### src/rtl/cp0_exc_unit.sv
// CP0 exception/interrupt arbiter.
// Synchronises the external interrupt lines and reads Status/Cause/EPC, with a
// bypass from a pending WB-stage mtc0. For the instruction in MEM it raises
// exception or eret events, then holds flush_o and new_pc_o for FLUSH_CYCLES
// cycles. It also issues one-cycle exception-entry and eret strobes to CP0.
module cp0_exc_unit #(
  parameter logic [31:0] EXC_VECTOR   = 32'h00000020,
  parameter int unsigned FLUSH_CYCLES = 1
) (
  input  logic        clk,
  input  logic        rst,
  input  logic [5:0]  int_raw_i,
  output logic [5:0]  int_o,
  input  logic        mem_valid_i,
  input  logic [31:0] mem_pc_i,
  input  logic        mem_in_delay_i,
  input  logic        mem_syscall_i,
  input  logic        mem_eret_i,
  input  logic        mem_ri_i,
  input  logic        mem_ov_i,
  input  logic [31:0] status_i,
  input  logic [31:0] cause_i,
  input  logic [31:0] epc_i,
  input  logic        wb_cp0_we_i,
  input  logic [4:0]  wb_cp0_waddr_i,
  input  logic [31:0] wb_cp0_data_i,
  output logic        exc_we_o,
  output logic [4:0]  exc_code_o,
  output logic        exc_bd_o,
  output logic [31:0] exc_epc_o,
  output logic        eret_o,
  output logic        flush_o,
  output logic [31:0] new_pc_o
);

  localparam logic [4:0] CODE_INT = 5'd0;
  localparam logic [4:0] CODE_SYS = 5'd8;
  localparam logic [4:0] CODE_RI  = 5'd10;
  localparam logic [4:0] CODE_OV  = 5'd12;
  localparam logic [2:0] CNT_INIT = 3'(FLUSH_CYCLES - 1);

  typedef enum logic {
    IDLE,
    FLUSH
  } state_t;

  state_t      state;
  logic [2:0]  cnt;
  logic [5:0]  int_s1;

  logic [31:0] st;
  logic [31:0] ca;
  logic [31:0] epc_eff;
  logic        int_pend;
  logic        exc_hit;
  logic        eret_hit;
  logic [4:0]  code;
  logic [31:0] epc_calc;
  logic        unused_bits;

  // Effective CP0 view with WB mtc0 bypass, and exception priority resolution.
  always_comb begin
    st = status_i;
    if (wb_cp0_we_i && wb_cp0_waddr_i == 5'd12) st = wb_cp0_data_i;
    epc_eff = epc_i;
    if (wb_cp0_we_i && wb_cp0_waddr_i == 5'd14) epc_eff = wb_cp0_data_i;
    ca = cause_i;
    if (wb_cp0_we_i && wb_cp0_waddr_i == 5'd13) ca[9:8] = wb_cp0_data_i[9:8];

    int_pend = st[0] & ~st[1] & (|(ca[15:8] & st[15:8]));

    exc_hit = 1'b1;
    code    = CODE_INT;
    if (int_pend)           code = CODE_INT;
    else if (mem_ri_i)      code = CODE_RI;
    else if (mem_syscall_i) code = CODE_SYS;
    else if (mem_ov_i)      code = CODE_OV;
    else                    exc_hit = 1'b0;

    eret_hit = ~exc_hit & mem_eret_i;
    epc_calc = mem_in_delay_i ? (mem_pc_i - 32'd4) : mem_pc_i;
  end

  assign unused_bits = ^{st[31:16], st[7:2], ca[31:16], ca[7:0]};

  // Two-flop synchroniser for the asynchronous interrupt lines.
  always_ff @(posedge clk) begin
    if (rst) begin
      int_s1 <= '0;
      int_o  <= '0;
    end else begin
      int_s1 <= int_raw_i;
      int_o  <= int_s1;
    end
  end

  // Event capture in IDLE, then flush hold; strobes self-clear after one cycle.
  always_ff @(posedge clk) begin
    if (rst) begin
      state      <= IDLE;
      cnt        <= '0;
      exc_we_o   <= 1'b0;
      exc_code_o <= '0;
      exc_bd_o   <= 1'b0;
      exc_epc_o  <= '0;
      eret_o     <= 1'b0;
      flush_o    <= 1'b0;
      new_pc_o   <= '0;
    end else begin
      exc_we_o <= 1'b0;
      eret_o   <= 1'b0;
      case (state)
        IDLE: begin
          if (mem_valid_i && (exc_hit || eret_hit)) begin
            state   <= FLUSH;
            cnt     <= CNT_INIT;
            flush_o <= 1'b1;
            if (exc_hit) begin
              exc_we_o   <= 1'b1;
              exc_code_o <= code;
              exc_bd_o   <= mem_in_delay_i;
              exc_epc_o  <= epc_calc;
              new_pc_o   <= EXC_VECTOR;
            end else begin
              eret_o   <= 1'b1;
              new_pc_o <= epc_eff;
            end
          end
        end
        FLUSH: begin
          if (cnt == '0) begin
            state   <= IDLE;
            flush_o <= 1'b0;
          end else begin
            cnt <= cnt - 3'd1;
          end
        end
        default: state <= IDLE;
      endcase
    end
  end

endmodule

### config.mk
export PLATFORM = sky130hd
export DESIGN_NAME = cp0_exc_unit
export DESIGN_NICKNAME = d
export VERILOG_FILES = /design/src/rtl/cp0_exc_unit.sv
export SDC_FILE = /design/constraint.sdc
export NUM_CORES = 1
export LEC_CHECK = 0
export CAP_MARGIN = 40
export CORE_UTILIZATION = 33
export CTS_CLUSTER_SIZE = 8
export DETAILED_ROUTE_END_ITERATION = 8
export PLACE_DENSITY = 0.81
export SETUP_SLACK_MARGIN = 0.2
export SLEW_MARGIN = 20
export SYNTH_ARGS = -nofsm -noshare
export SYNTH_HDL_FRONTEND = slang
export SYNTH_SLANG_ARGS = --single-unit
export TNS_END_PERCENT = 50
### constraint.sdc
create_clock -name clk -period 2.5 [get_ports clk]
set_input_delay 0.5 -clock clk [delete_from_list [all_inputs] [get_ports clk]]
set_output_delay 0.5 -clock clk [all_outputs]
set_load 0.03 [all_outputs]
# == Yosys cells after proc, flatten, opt, wreduce, memory -nomap -nowiden ==
# Cells that the tools add are included.
# word_totals
ff_bits,89
in_bits,180
output_inout_bits,79
wordCells,63
# classes
add_sub_neg,2
eq_ne,6
mux,24
bitwise_logic,8
reduce_logical,12
# ops
operator,n
32-bit two-way mux,3
32-bit by 3-bit subtractor with 32-bit output (second input constant),1
16-bit two-way mux,1
4-bit two-way mux,4
5-bit by 4-bit equality test with 1-bit output (second input constant),3
1-bit two-way mux,10
8-bit AND,1
8-bit OR reduction,1
3-bit two-way mux,2
3-bit one-hot mux with 2 select lines,1
2-bit AND reduction,3
1-bit logical AND,4
2-bit inequality test (second input constant),2
1-bit NOT,4
1-bit one-hot mux with 2 select lines,2
1-bit AND,3
3-bit zero test,1
3-bit AND reduction,1
3-bit OR reduction,1
3-bit by 1-bit subtractor with 3-bit output (second input constant),1
2-bit two-way mux,1
2-bit by 1-bit inequality test with 1-bit output (second input constant),1
1-bit logical OR,1

# == Logic depth before layout (Yosys ltp) ==
# logic_depth
ltp_word,13
ltp_mapped,11
ltp_nobuf,8

# == Least setup slack after synthesis ==
# Ideal clock, no wire load.
# synth_timing
path_kind,input to register
startpoint,input port mem_pc_i[12]
endpoint,register exc_epc_o[31]
setup_ns,0.136
arrival_time_ns,2.381
required_ns,2.364
slack_ns,-0.017
stages,7
path_buffers,0
path_cell_list,or4_4 -> or4_4 -> or2_4 -> nor3_4 -> nor4b_4 -> xnor2_1 -> a211oi_2
# synth_via
elab_chain_cells,2
# synth_rtl
item,line_no,rtl
start: declaration,15,"input logic [31:0] mem_pc_i,"
32-bit by 3-bit subtractor with 32-bit output,81,epc_calc = mem_in_delay_i ? (mem_pc_i - 32'd4) : mem_pc_i;
32-bit two-way mux,81,
end signal: assignment,122,exc_epc_o <= epc_calc;
end: declaration,30,"output logic [31:0] exc_epc_o,"
# Every way passes these cells.
# A chain may end at the register's enable or synchronous reset.

# == Worst setup path in the final report ==
# layout_timing
startpoint,input port cause_i[11]
endpoint,register new_pc_o[0]
# layout_via
elab_chain_cells,9
elab_cells_between_ends,10
classes_between,2 x mux; 4 x bitwise; 4 x reduce/logical
# layout_rtl
item,line_no,rtl
start: declaration,22,"input logic [31:0] cause_i,"
8-bit AND *,70,int_pend = st[0] & ~st[1] & (|(ca[15:8] & st[15:8]));
8-bit OR reduction *,70,
1-bit AND *,70,
1-bit two-way mux *,74,if (int_pend) code = CODE_INT;
1-bit NOT,80,eret_hit = ~exc_hit & mem_eret_i;
1-bit AND,80,
1-bit logical OR,114,if (mem_valid_i && (exc_hit || eret_hit)) begin
1-bit logical AND,114,
2-bit AND reduction (no line),n/a,
end signal: assignment,126,new_pc_o <= epc_eff;
end: declaration,33,output logic [31:0] new_pc_o
# Every way passes the cells marked *; elsewhere a longest branch is shown, timed or not.

==> qor.csv <==
stage,metric,value,unit
status,status,"finished, final reports clean",
logic_synthesis,synthArstFlopShare,0,
clocking,clk_path_buf_depth,2,
clocking,cts_hold_buf,0,
clocking,clock_sinks,87,
logic_synthesis,syn_area,4119,µm²
sta,finalClockSkew,0.007017,ns
logic_synthesis,yosysWarnings,0,
layout,n_antenna_cell,0,
power_and_ir_drop,power,3953,µW
global_routing,gr-usage-met3,0.09139,
floorplan,die_w,113.7,µm
worst_setup_path,worstRegToRegCells,5,
worst_setup_path,arrival,2.67,ns
placed_design,numPortBuffers,210,
routing,num_vias,4494,
logic_synthesis,synth-seq-area-share,0.4228,
layout,final_common_cell,clkdlybuf4s50_1,
sta,fmax,0.4171,GHz
job,drv_cap,0,
logic_synthesis,synth_area_leaders,"dfxtp_1, mux2i_1, o2bb2ai_1",
worst_setup_path,endpoint_kind,register,
sta,slew_headroom,0.5772,
routing,drt-pass1-iter-count,4,
worst_setup_path,ff2ff_setup_slack,0.81,ns
sta,setup_violations,0,
global_routing,grt_max_degree,57,
power_and_ir_drop,power.clock.fraction,0.365,
logic_synthesis,ys_types,52,
placed_design,gp_congestion,0.9128,
worst_setup_path,worstSetupPathType,input port to register,
floorplan,start_util,0.3401,
power_and_ir_drop,swShare,0.2794,
clocking,cts_tree,done,
routing,vias_per_cell,5.213,
power_and_ir_drop,power_frac_seq,0.381,
logic_synthesis,synth_top_area_cell,dfxtp_1,
clocking,cts_max_level,3,
routing,antenna_left,0,
logic_synthesis,avgSynthCellArea,9.447,µm²
sta,hold_violations,0,
floorplan,io-pin-count,259,
sta,fin_ws,0.1027,ns
clocking,clockRootBuffer,clkbuf_16,
logic_synthesis,synth_edf_count,0,
global_routing,grt_pass1_vias,4402,
worst_setup_path,r2r-start,state,
layout,final_nets,872,
worst_setup_path,reg2reg_to,new_pc_o[0],
logic_synthesis,synth-seq-cells,87,
global_routing,grtUsageTotal,0.2298,
worst_setup_path,critPathLaunchType,input port,
placed_design,dp_slack,-0.5957,ns
global_routing,antenna_found_initial,0,
layout,area.growth.synth_to_final,92.62,%
power_and_ir_drop,powerDensity,498.2,nW/µm²
power_and_ir_drop,p_sw,1104,µW
sta,finalCriticalPeriod,2.397,ns
sta,rsz0062_at_grt,yes,
worst_setup_path,critPathCapture,new_pc_o[0],
routing,wl_per_cell,19.03,µm
sta,slew_viol_final,0,
global_routing,top_usage_layer,met2,
clocking,cts_buffers,9,
logic_synthesis,synth-main-ff-cell,dfxtp_1,
power_and_ir_drop,p_leak,0.002834,µW
routing,finalWirelength,16.41,mm
clocking,worst_skew_pair.late_latency,0.35,ns
sta,period_share,0.9589,
routing,drc,0,
sta,worstMarginPinSlew,0.6341,ns
floorplan,num_rows,40,
logic_synthesis,synth_top_area_share,0.4228,
floorplan,die_y,113.7,µm
sta,whs,0.3982,ns
power_and_ir_drop,p_int,2848,µW
worst_setup_path,cp.required,2.77,ns
global_routing,use_met2,0.4167,
clocking,cts.clk_slew.worst_paths,0.06,ns
routing,detail_route.iter0.violations,186,
placed_design,dp_hpwl,10.51,mm
floorplan,die-area,12930,µm²
worst_setup_path,path_max_fanout,8,
power_and_ir_drop,combPwrFrac,0.254,
logic_synthesis,synthCells,436,
floorplan,core-area,12110,µm²
layout,fillCellCount,919,
layout,drive_above_1_share,0.2507,
global_routing,overflow,0,
worst_setup_path,startpoint,cause_i[11],
layout,layout_common_cells,"clkdlybuf4s50_1, dfxtp_1, buf_4, nor3_1, mux2i_1",
worst_hold_path,worstHoldPathType,input port to register,
global_routing,grt_first_pass_wirelength,22.81,mm
power_and_ir_drop,ir_drop,292.0,µV
global_routing,met1_usage,0.2426,
cells by family (layout without fill, tap and decap cells):
logic type	after synthesis	after routing	share of synthesized area
AOI/OAI and AO/OA	107	107	0.1911
xor gates and xnor gates	28	28	0.05954
adders and majority gates	3	3	0.009114
buffers and inverters	41	298	0.04070
DFF	87	87	0.4228
muxes	33	33	0.08080
other	1	2	0.0009104
and+or+nand+nor	136	136	0.1950
critical path, stage by stage:
cell and delay [ns]:
clkdlybuf4s50_1 0.43, nand2_1 0.11, a21oi_2 0.04, a31oi_1 0.18, and4_4 0.29, buf_6 0.11, a21oi_4 0.04, or4_4 0.62
buf_16 0.20, o2bb2ai_1 0.14
power by group through the flow:
stage                     sequential (µW)  combinational [µW]  clock [µW]
after floorplan                      1660                 249           0
after global placement               1530                 854           0
after detailed placement             1530                 869           0
after CTS                            1500                 916        1470
after global routing                 1510                1060        1540
final                                1500                1010        1440
cell type report:
cell class | count | area, µm² | share of cell area
clock buffer | 11 | 232.7 | 0.02933
timing repair buffer | 275 | 2850 | 0.3592
multi-input combinational | 309 | 2790 | 0.3517
tap | 168 | 210.2 | 0.02649
clock inverter | 5 | 82.58 | 0.01041
inverter | 7 | 26.28 | 0.003312
sequential | 87 | 1742 | 0.2195
routing by layer:
| layer | share of wire | routed length [µm] |
|---|---|---|
| met1 | 0.37 | 6129 |
| met2 | 0.51 | 8324 |
| met3 | 0.098 | 1608 |
| met4 | 0.021 | 344 |
| met5 | 0 | 0 |
how the worst min path moves through the flow:
stage / depth (start not counted) / end / from
after detailed placement: 1 / int_o[2] / int_s1[2]
after floorplan: 1 / int_o[0] / int_s1[0]
after CTS: 2 / new_pc_o[5] / rst
after global placement: 1 / int_o[3] / int_s1[3]
after global routing: 2 / new_pc_o[5] / rst
final: 2 / new_pc_o[5] / rst
state kept, by name, summed over array words and instances (netlist names):
name,cells
exc_epc_o,32
new_pc_o,32
int_o,6
int_s1,6
cnt,3
exc_code_o,3
eret_o,1
exc_bd_o,1
exc_we_o,1
flush_o,1
state,1
synth_stat cells (2+ instances only):
cell,n
a211oi_2,3
xnor2_1,17
nor3_2,2
o2bb2ai_1,31
or4_4,2
and3_1,3
nand3b_1,4
nor4_1,6
buf_4,2
nor2_1,12
a21oi_1,17
or3_1,3
mux2i_1,31
o21ai_0,9
nor3b_1,3
inv_1,7
buf_2,4
a31oi_1,8
o31ai_1,3
nand2_1,21
a211oi_1,29
mux2_2,2
xor2_1,11
nor2b_1,13
nand2b_1,3
clkbuf_1,27
a22oi_1,2
nor3_1,43
dfxtp_1,87
ha_1,3
nand3_1,7
metrics by stage:
step                      cell area [µm²]    util  std cells  setup TNS [ns]
after floorplan                      4189       -        437        -0.01671
after global placement               6724  0.5552        823          -28.75
after detailed placement             6724  0.5552        823          -34.27
after CTS                            7346  0.6065        853               0
after global routing                 7934  0.6551        862               0
final                                7934  0.6551        862               0
what timing repair did:
action | CTS | global route
resized for setup | 71 | 89
endpoints found under the setup margin | 74 | 67
cloned | 5 | 3
pin swaps | 34 | 32
setup buffers | 9 | 6
No activity file was read; power rests on OpenSTA's default activity.
